===== config.mk =====
export PLATFORM = sky130hd
export DESIGN_NAME = z16_program_loader
export DESIGN_NICKNAME = d
export VERILOG_FILES = /design/src/rtl/z16_program_loader.sv
export SDC_FILE = /design/constraint.sdc
export NUM_CORES = 1
export LEC_CHECK = 0
export CELL_PAD_IN_SITES_DETAIL_PLACEMENT = 2
export CELL_PAD_IN_SITES_GLOBAL_PLACEMENT = 2
export CORE_ASPECT_RATIO = 1.75
export CORE_UTILIZATION = 34
export CTS_CLUSTER_DIAMETER = 40
export DETAILED_ROUTE_END_ITERATION = 6
export PLACE_DENSITY_LB_ADDON = 0.1
export SETUP_SLACK_MARGIN = 0.5
export SYNTH_ARGS = -nofsm -noshare
export SYNTH_HDL_FRONTEND = slang
export SYNTH_SLANG_ARGS = --single-unit

===== constraint.sdc =====
create_clock -name i_clk -period 2.7 [get_ports i_clk]
set_clock_uncertainty 0.1 [all_clocks]
set_input_delay 0.27 -clock i_clk [delete_from_list [all_inputs] [get_ports i_clk]]
set_output_delay 0.27 -clock i_clk [all_outputs]
set_load 0.01 [all_outputs]

===== src/rtl/z16_program_loader.sv =====
// z16_program_loader
//
// Serial boot loader for the Z16 instruction memory. It parses a byte-stream frame
//   SYNC, LEN_LO, LEN_HI, N x (lo, hi), CSUM
// and writes each 16-bit little-endian word to instruction memory. The first word goes to
// BASE_ADDR and each following word goes 2 bytes higher. The CPU is held in reset until a
// frame with a correct checksum has been loaded.
//
// Ports:
//   i_clk        system clock, rising edge
//   i_rst        asynchronous active-high reset
//   i_rx_valid   byte available on i_rx_data
//   i_rx_data    received byte
//   o_rx_ready   byte accepted when i_rx_valid & o_rx_ready (1 once out of reset)
//   o_imem_wen   one-cycle instruction memory write strobe
//   o_imem_addr  byte address of the write
//   o_imem_wdata instruction word written (held between writes)
//   o_cpu_rst    CPU reset, low only once a verified program is loaded
//   o_done       program loaded and checksum verified
//   o_error      frame rejected (oversize length or bad checksum)

module z16_program_loader #(
    parameter int unsigned IMEM_WORDS = 256,
    parameter logic [15:0] BASE_ADDR  = 16'h0000,
    parameter logic [7:0]  SYNC_BYTE  = 8'h5A
) (
    input  logic        i_clk,
    input  logic        i_rst,
    input  logic        i_rx_valid,
    input  logic [7:0]  i_rx_data,
    output logic        o_rx_ready,
    output logic        o_imem_wen,
    output logic [15:0] o_imem_addr,
    output logic [15:0] o_imem_wdata,
    output logic        o_cpu_rst,
    output logic        o_done,
    output logic        o_error
);

    // The index must hold values up to IMEM_WORDS-1. One extra bit is kept so that the
    // post-increment after the last word cannot wrap.
    localparam int unsigned IdxW = $clog2(IMEM_WORDS + 1);

    typedef enum logic [2:0] {
        StIdle,
        StLenLo,
        StLenHi,
        StDataLo,
        StDataHi,
        StCsum,
        StDone,
        StError
    } state_e;

    state_e          state_q, state_d;
    logic [15:0]     len_q, len_d;
    logic [7:0]      sum_q, sum_d;
    logic [IdxW-1:0] idx_q, idx_d;
    logic [7:0]      lo_q, lo_d;
    logic            rx_ready_q;
    logic            wen_q, wen_d;
    logic [15:0]     addr_q, addr_d;
    logic [15:0]     wdata_q, wdata_d;
    logic            done_q, done_d;
    logic            error_q, error_d;
    logic            cpu_rst_q, cpu_rst_d;

    logic            accept;
    logic [15:0]     len_word;
    logic [15:0]     word_off;

    assign accept   = i_rx_valid & rx_ready_q;
    // Full length once LEN_HI arrives; the low byte was parked in len_q[7:0].
    assign len_word = {i_rx_data, len_q[7:0]};
    assign word_off = 16'({idx_q, 1'b0});

    always_comb begin
        state_d = state_q;
        len_d   = len_q;
        sum_d   = sum_q;
        idx_d   = idx_q;
        lo_d    = lo_q;
        wen_d   = 1'b0;
        addr_d  = addr_q;
        wdata_d = wdata_q;

        if (accept) begin
            case (state_q)
                StIdle, StDone, StError: begin
                    if (i_rx_data == SYNC_BYTE) begin
                        state_d = StLenLo;
                        sum_d   = 8'h00;
                    end
                end
                StLenLo: begin
                    len_d   = {8'h00, i_rx_data};
                    sum_d   = sum_q + i_rx_data;
                    state_d = StLenHi;
                end
                StLenHi: begin
                    len_d = len_word;
                    sum_d = sum_q + i_rx_data;
                    if (32'(len_word) > IMEM_WORDS) begin
                        state_d = StError;
                    end else if (len_word == 16'h0000) begin
                        state_d = StCsum;
                    end else begin
                        idx_d   = '0;
                        state_d = StDataLo;
                    end
                end
                StDataLo: begin
                    lo_d    = i_rx_data;
                    sum_d   = sum_q + i_rx_data;
                    state_d = StDataHi;
                end
                StDataHi: begin
                    sum_d   = sum_q + i_rx_data;
                    wen_d   = 1'b1;
                    addr_d  = BASE_ADDR + word_off;
                    wdata_d = {i_rx_data, lo_q};
                    idx_d   = idx_q + 1'b1;
                    if (16'(idx_q) == len_q - 16'd1) begin
                        state_d = StCsum;
                    end else begin
                        state_d = StDataLo;
                    end
                end
                StCsum: begin
                    if (i_rx_data == sum_q) begin
                        state_d = StDone;
                    end else begin
                        state_d = StError;
                    end
                end
                default: state_d = StIdle;
            endcase
        end

        // Status flags follow the next state so that they appear one cycle after the byte.
        done_d    = (state_d == StDone);
        error_d   = (state_d == StError);
        cpu_rst_d = ~done_d;
    end

    always_ff @(posedge i_clk or posedge i_rst) begin
        if (i_rst) begin
            state_q    <= StIdle;
            len_q      <= 16'h0000;
            sum_q      <= 8'h00;
            idx_q      <= '0;
            lo_q       <= 8'h00;
            rx_ready_q <= 1'b0;
            wen_q      <= 1'b0;
            addr_q     <= BASE_ADDR;
            wdata_q    <= 16'h0000;
            done_q     <= 1'b0;
            error_q    <= 1'b0;
            cpu_rst_q  <= 1'b1;
        end else begin
            state_q    <= state_d;
            len_q      <= len_d;
            sum_q      <= sum_d;
            idx_q      <= idx_d;
            lo_q       <= lo_d;
            rx_ready_q <= 1'b1;
            wen_q      <= wen_d;
            addr_q     <= addr_d;
            wdata_q    <= wdata_d;
            done_q     <= done_d;
            error_q    <= error_d;
            cpu_rst_q  <= cpu_rst_d;
        end
    end

    assign o_rx_ready   = rx_ready_q;
    assign o_imem_wen   = wen_q;
    assign o_imem_addr  = addr_q;
    assign o_imem_wdata = wdata_q;
    assign o_cpu_rst    = cpu_rst_q;
    assign o_done       = done_q;
    assign o_error      = error_q;

endmodule


# Yosys cells after proc, flatten, opt, wreduce, memory -nomap -nowiden
# Cells that the tools add are included.
dict set report classes {
  n_addsub 3
  mul 0
  div_mod_pow 0
  n_lt_le_gt_ge 1
  n_eq_ne 15
  shift 0
  n_mux 15
  bitwise_logic 3
  reduce_logical 13
}
# op count
set ops {}
lappend ops {{$pmux W16 S2} 1}
lappend ops {{$eq A3 B3 Y1 const B} 6}
lappend ops {{$mux W9} 2}
lappend ops {{$pmux W3 S6} 1}
lappend ops {{$pmux W9 S2} 1}
lappend ops {{$eq A9 B16 Y1} 1}
lappend ops {{$gt A16 B9 Y1 const B} 1}
lappend ops {{$logic_not A16 Y1} 1}
lappend ops {{$pmux W8 S2} 1}
lappend ops {{$sub A16 B1 Y16 const B} 1}
lappend ops {{$mux W3} 5}
lappend ops {{$add A9 B1 Y9 const B} 1}
lappend ops {{$add A8 B8 Y8} 1}
lappend ops {{$eq A8 B7 Y1 const B} 1}
lappend ops {{$eq A8 B8 Y1} 1}
lappend ops {{$mux W8} 1}
lappend ops {{$eq A3 B2 Y1 const B} 2}
lappend ops {{$ne A2 B2 Y1 const B} 3}
lappend ops {{$reduce_and A2 Y1} 3}
lappend ops {{$reduce_and A3 Y1} 2}
lappend ops {{$reduce_bool A2 Y1} 3}
lappend ops {{$reduce_and A4 Y1} 1}
lappend ops {{$reduce_or A4 Y1} 1}
lappend ops {{$eq A3 B1 Y1 const B} 1}
lappend ops {{5 further kinds} 8}
dict set report totals {
  register_bits 74
  latchBits 0
  ram_bits 0
  rom_bits 0
  in_bits 11
  out_inout_bits 37
  wordCells 63
  mem_count 0
}

# Logic depth before layout (Yosys ltp)
dict set report depth {
  word_depth 7
  depth_mapped 10
  mapped_depth_nobuf 9
}

# Worst setup path before layout
# OpenSTA, ideal clock, no wires.
dict set report synth_timing {
  path_type {register to register}
  startpoint {reg len_q[0]}
  endpoint {reg idx_q[6]}
  setup_time_ps 125
  arrival_ps 2080
  required_ps 2475
  path_slack_ps 395
  path_stages_with_launch 11
  path_buffers 2
  period_less_slack_ps 2305
  cell_sequence {dfrtp_1 > inv_1 > ha_1 > or4b_1 > buf_2 > nor3_4 > o21ai_2 > nand3_2 > buf_6 > nor3_2 > mux2_4}
}
dict set report synth_via {
  elab_chain_cells 3
  elab_cells_between_ends 5
  cone_classes {order compare (1); eq/ne (2); reduce/logical (2)}
}
# element line_no
set synth_rtl {}
lappend synth_rtl {{start, declared} 56} ;# logic [15:0] len_q, len_d;
lappend synth_rtl {{start signal, assigned} 162} ;# len_q <= len_d;
lappend synth_rtl {{$gt A16 B9 Y1 / $logic_not A16 Y1 (equally long branches)} {103, 105}}
lappend synth_rtl {{$ne A2 B2 Y1 (no line)} -}
lappend synth_rtl {{$reduce_and A4 Y1 (no line) *} -}
lappend synth_rtl {{end signal, assigned} 164} ;# idx_q <= idx_d;
lappend synth_rtl {{end, declared} 58} ;# logic [IdxW-1:0] idx_q, idx_d;
# Mark *: on every way between the ends. The rest lies on a longest branch, timed or not.
# A chain may end at the register's enable or synchronous reset.

# Worst setup path after layout
dict set report layout_timing {
  startpoint {reg len_q[0]}
  endpoint {reg error_q, in the netlist o_error}
}
dict set report layout_via {
  elab_chain_cells 6
  elab_cells_between_ends 10
  cone_classes {add/sub (1); order compare (1); eq/ne (2); mux (5); reduce/logical (1)}
}
# element line_no
set layout_rtl {}
lappend layout_rtl {{$sub A16 B1 Y16 / $logic_not A16 Y1 (equally long branches)} {123, 105}}
lappend layout_rtl {{$eq A9 B16 Y1 / $mux W3 (equally long branches)} {123, 105}}
lappend layout_rtl {{$mux W3 (on tied branches)} {123, 103}}
lappend layout_rtl {{$pmux W3 S6 *} 88} ;# case (state_q)
lappend layout_rtl {{$mux W3 *} 87} ;# if (accept) begin
lappend layout_rtl {{$eq A3 B3 Y1 *} 142} ;# error_d = (state_d == StError);
lappend layout_rtl {{net error_d} 65} ;# logic error_q, error_d;
lappend layout_rtl {{end signal, assigned} 171} ;# error_q <= error_d;
lappend layout_rtl {{end, declared} 65}
# Mark *: on every way through the listed nets, which the timed path passes. The rest lies on a longest branch.

==> metrics <==
Seq cells post-synth between 70 and 80; Clock Root Buffer clkbuf_16; Placed Area around 4700 um^2; Clock Latency Late Sink approximately 340 ps; CP Launch Type register; Final Max Slew Viols 0; slew margin rel. approximately 62%; CP delay by family, top simple AND/OR/NAND/NOR gates; CTS tree built; Ys Warns 0; Global Route Usage Sum roughly 25%; Nets 536; worst reg2reg startpoint len_q[0]; Post-synth top flop dfrtp_1; CP max stage cell or4b_4; Largest stage delay, worst path roughly 540 ps; filler cell count 1252; r2r endpoint o_error; port bufs 40; initial antenna violation count 0; R2R depth 9; mean post-synth cell area about 9.0 um^2; power after layout roughly 6 mW; Sw Ratio 40.62%; CP Depth 9; PwrDens roughly 1100 nW/um^2; Initial Util around a third; critical path capture point type register; top post-synthesis cells by area dfrtp_1, nand2_1, o21ai_0; Syn Std Cell Area 3996 um^2; setup violators final 0; Bufs and invs on worst path 2; outcome complete, but fails checks; Routed WL per cell ~22 um; beginning of the critical path len_q[0]; Max Buffers Root-to-Sink 2; combinational power share between 40% and 50%; share of cells above drive strength 1 roughly 24%; H-Tree Level Count 3; Ports 48; Detailed Routing Iterations Pass 1 6; WS Path Type register to register; die height approximately 150 um; leak pwr between 2 and 2.5 nW; Reg2Reg Setup Slack roughly 290 ps; vias in the first global route a little over 4000; CTS buffer count 9; failing checks DRC; Synth cell types between 60 and 70; clock input transition at the sequential cells of the worst setup and hold paths around 60 ps; total grt overflow 0; fin crit share between 80% and 90%; RePlAce Congestion 0.8823; crit path capture o_error; fmax slightly above 400 MHz; full die area roughly 12000 um^2; net load switching power 2.447 mW; routed wire length 14450 um; drt drc 6; largest net degree at the start of global routing 36; top-area cell type share of the netlist area a little under half; area grow syn2layout 34.06%; Post-Synthesis Cells roughly 440; detailed placement HPWL approximately 10000 um; std cell rows 52; RSZ-0062 raised after global routing true; Iter 0 DRT Violations about 150; # diodes 0; vias per cell 5.446; DIE WIDTH ~84 um; Hold Buf Count CTS 0; commonest non-fill, non-tap cell in the layout nand2_1; total number of vias between 3000 and 4000; worst-path cell chain inv_2 -> ha_4 -> or4b_4 -> nor3_4 -> buf_4 -> o41a_1 -> nor4_1 -> a21oi_2 -> nor2b_1; Post-synth ARST share between 90% and 100%; worst endpoint required time ~2900 ps; Hold Vio Cnt, Final 0; Crit Path Max Fanout 6; Seq pwr share between 20% and 30%; min cycle time layout ~2400 ps; Worst EP arrival 2580 ps; Hold Slack approximately 240 ps; Post-Layout Inst Area between 5000 and 6000 um^2; first-pass GRT wire length 22850 um; Antenna Nets Post-Route 0; post-synthesis sequential area ratio between 40% and 50%; commonest non-fill, non-tap cells in the layout nand2_1, dfrtp_1, buf_4; Int Power between 3 and 4 mW; Post-synth EDFFs 0; area leader, netlist dfrtp_1; clock share of power a little over a fifth; Setup TNS 0 ps; max cap viols 0; Peak VDD IR approximately 400 uV; Hold Path Class input port to async pin; Core Region approximately 12000 um^2; Num Clock Sinks 74; slew at the pin closest to its max-slew limit about 570 ps
-- sequential cells by signal (all words and copies together), names as in the netlist --
signal        cells
o_cpu_rst         1
o_done            1
o_imem_wdata     16
lo_q              8
o_imem_addr       9
o_rx_ready        1
o_error           1
idx_q             9
len_q            16
sum_q             8
o_imem_wen        1
state_q           3
-- layout make-up --
type                       count  area (um^2)  share of cell area [%]
multi-input combinational    331         2188                   40.85
clock buffer                  10        239.0                   4.461
timing repair buffer          86        783.3                   14.62
sequential                    74         1854                   34.61
tap                          135        168.9                   3.153
clock inverter                 6        71.32                   1.331
inverter                      13        52.55                  0.9808
-- synth_stat cells (all sizes together), types with 8 or more instances --
master / instances
nand2: 122
dfrtp: 73
o21ai: 29
nor2: 21
clkbuf: 17
o31ai: 17
buf: 15
nand3: 15
inv: 12
xnor2: 11
a21oi: 10
ha: 9
mux2: 9
xor2: 8
-- worst reg2reg max path, stage by stage, from the launching register on --
cell	delay [ps]
dfrtp_1	410
inv_2	100
ha_4	140
or4b_4	540
nor3_4	320
buf_4	160
o41a_1	160
nor4_1	80
a21oi_2	190
nor2b_1	160
-- routing by layer --
metal | vias up | wire length (um) | GRT usage [%]
met3 | 34 | 275 | 3.914
met1 | 1829 | 5118 | 25.17
met2 | 63 | 8328 | 47.34
met5 | - | 0 | 0
met4 | 0 | 731 | 13.28
li1 | 1641 | - | -
-- stage by stage --
step           utilization (%)  setup slack [ps]  cells
6_report                 46.52             287.6    655
5_1_grt                  46.52             222.0    655
4_1_cts                  45.06             340.5    649
3_5_place_dp             40.69            -9.508    623
3_3_place_gp             40.69             32.11    623
2_1_floorplan                -             459.2    450
-- how the worst min path moves through the flow --
stage	end	depth (start not counted)	start	slack [ps]
6_report	len_q[15]	2	i_rst	240
5_1_grt	len_q[15]	2	i_rst	290
4_1_cts	sum_q[2]	2	i_rst	260
3_5_place_dp	len_q[13]	2	len_q[13]	360
3_3_place_gp	o_imem_addr[1]	2	o_imem_addr[1]	360
2_1_floorplan	o_imem_wdata[10]	2	i_rx_data[2]	280
-- power groups by stage --
stage	registers (mW)	logic, mW	clock network [mW]
2_1_floorplan	1.70	1.60	0
3_3_place_gp	1.79	2.29	0
3_5_place_dp	1.81	2.39	0
4_1_cts	1.80	2.76	1.29
5_1_grt	1.85	3.19	1.35
6_report	1.80	2.95	1.27
-- repair_timing --
action	4_1_cts	5_1_grt
setup buffers	10	6
pin swaps	20	12
gates resized for setup	40	30
endpoints found under the setup margin	22	23
hold endpoints to repair	0	0
-- cell families after synthesis --
| group | synth area share (%) |
|---|---|
| simple gates | 23.95 |
| compound gates | 13.37 |
| flops | 46.37 |
| buf+inv | 5.447 |
| xor+xnor | 4.164 |
| fa+ha+maj | 3.319 |
| mux | 3.193 |
| other cells | 0.1879 |
No activity file was read; power rests on OpenSTA's default activity.
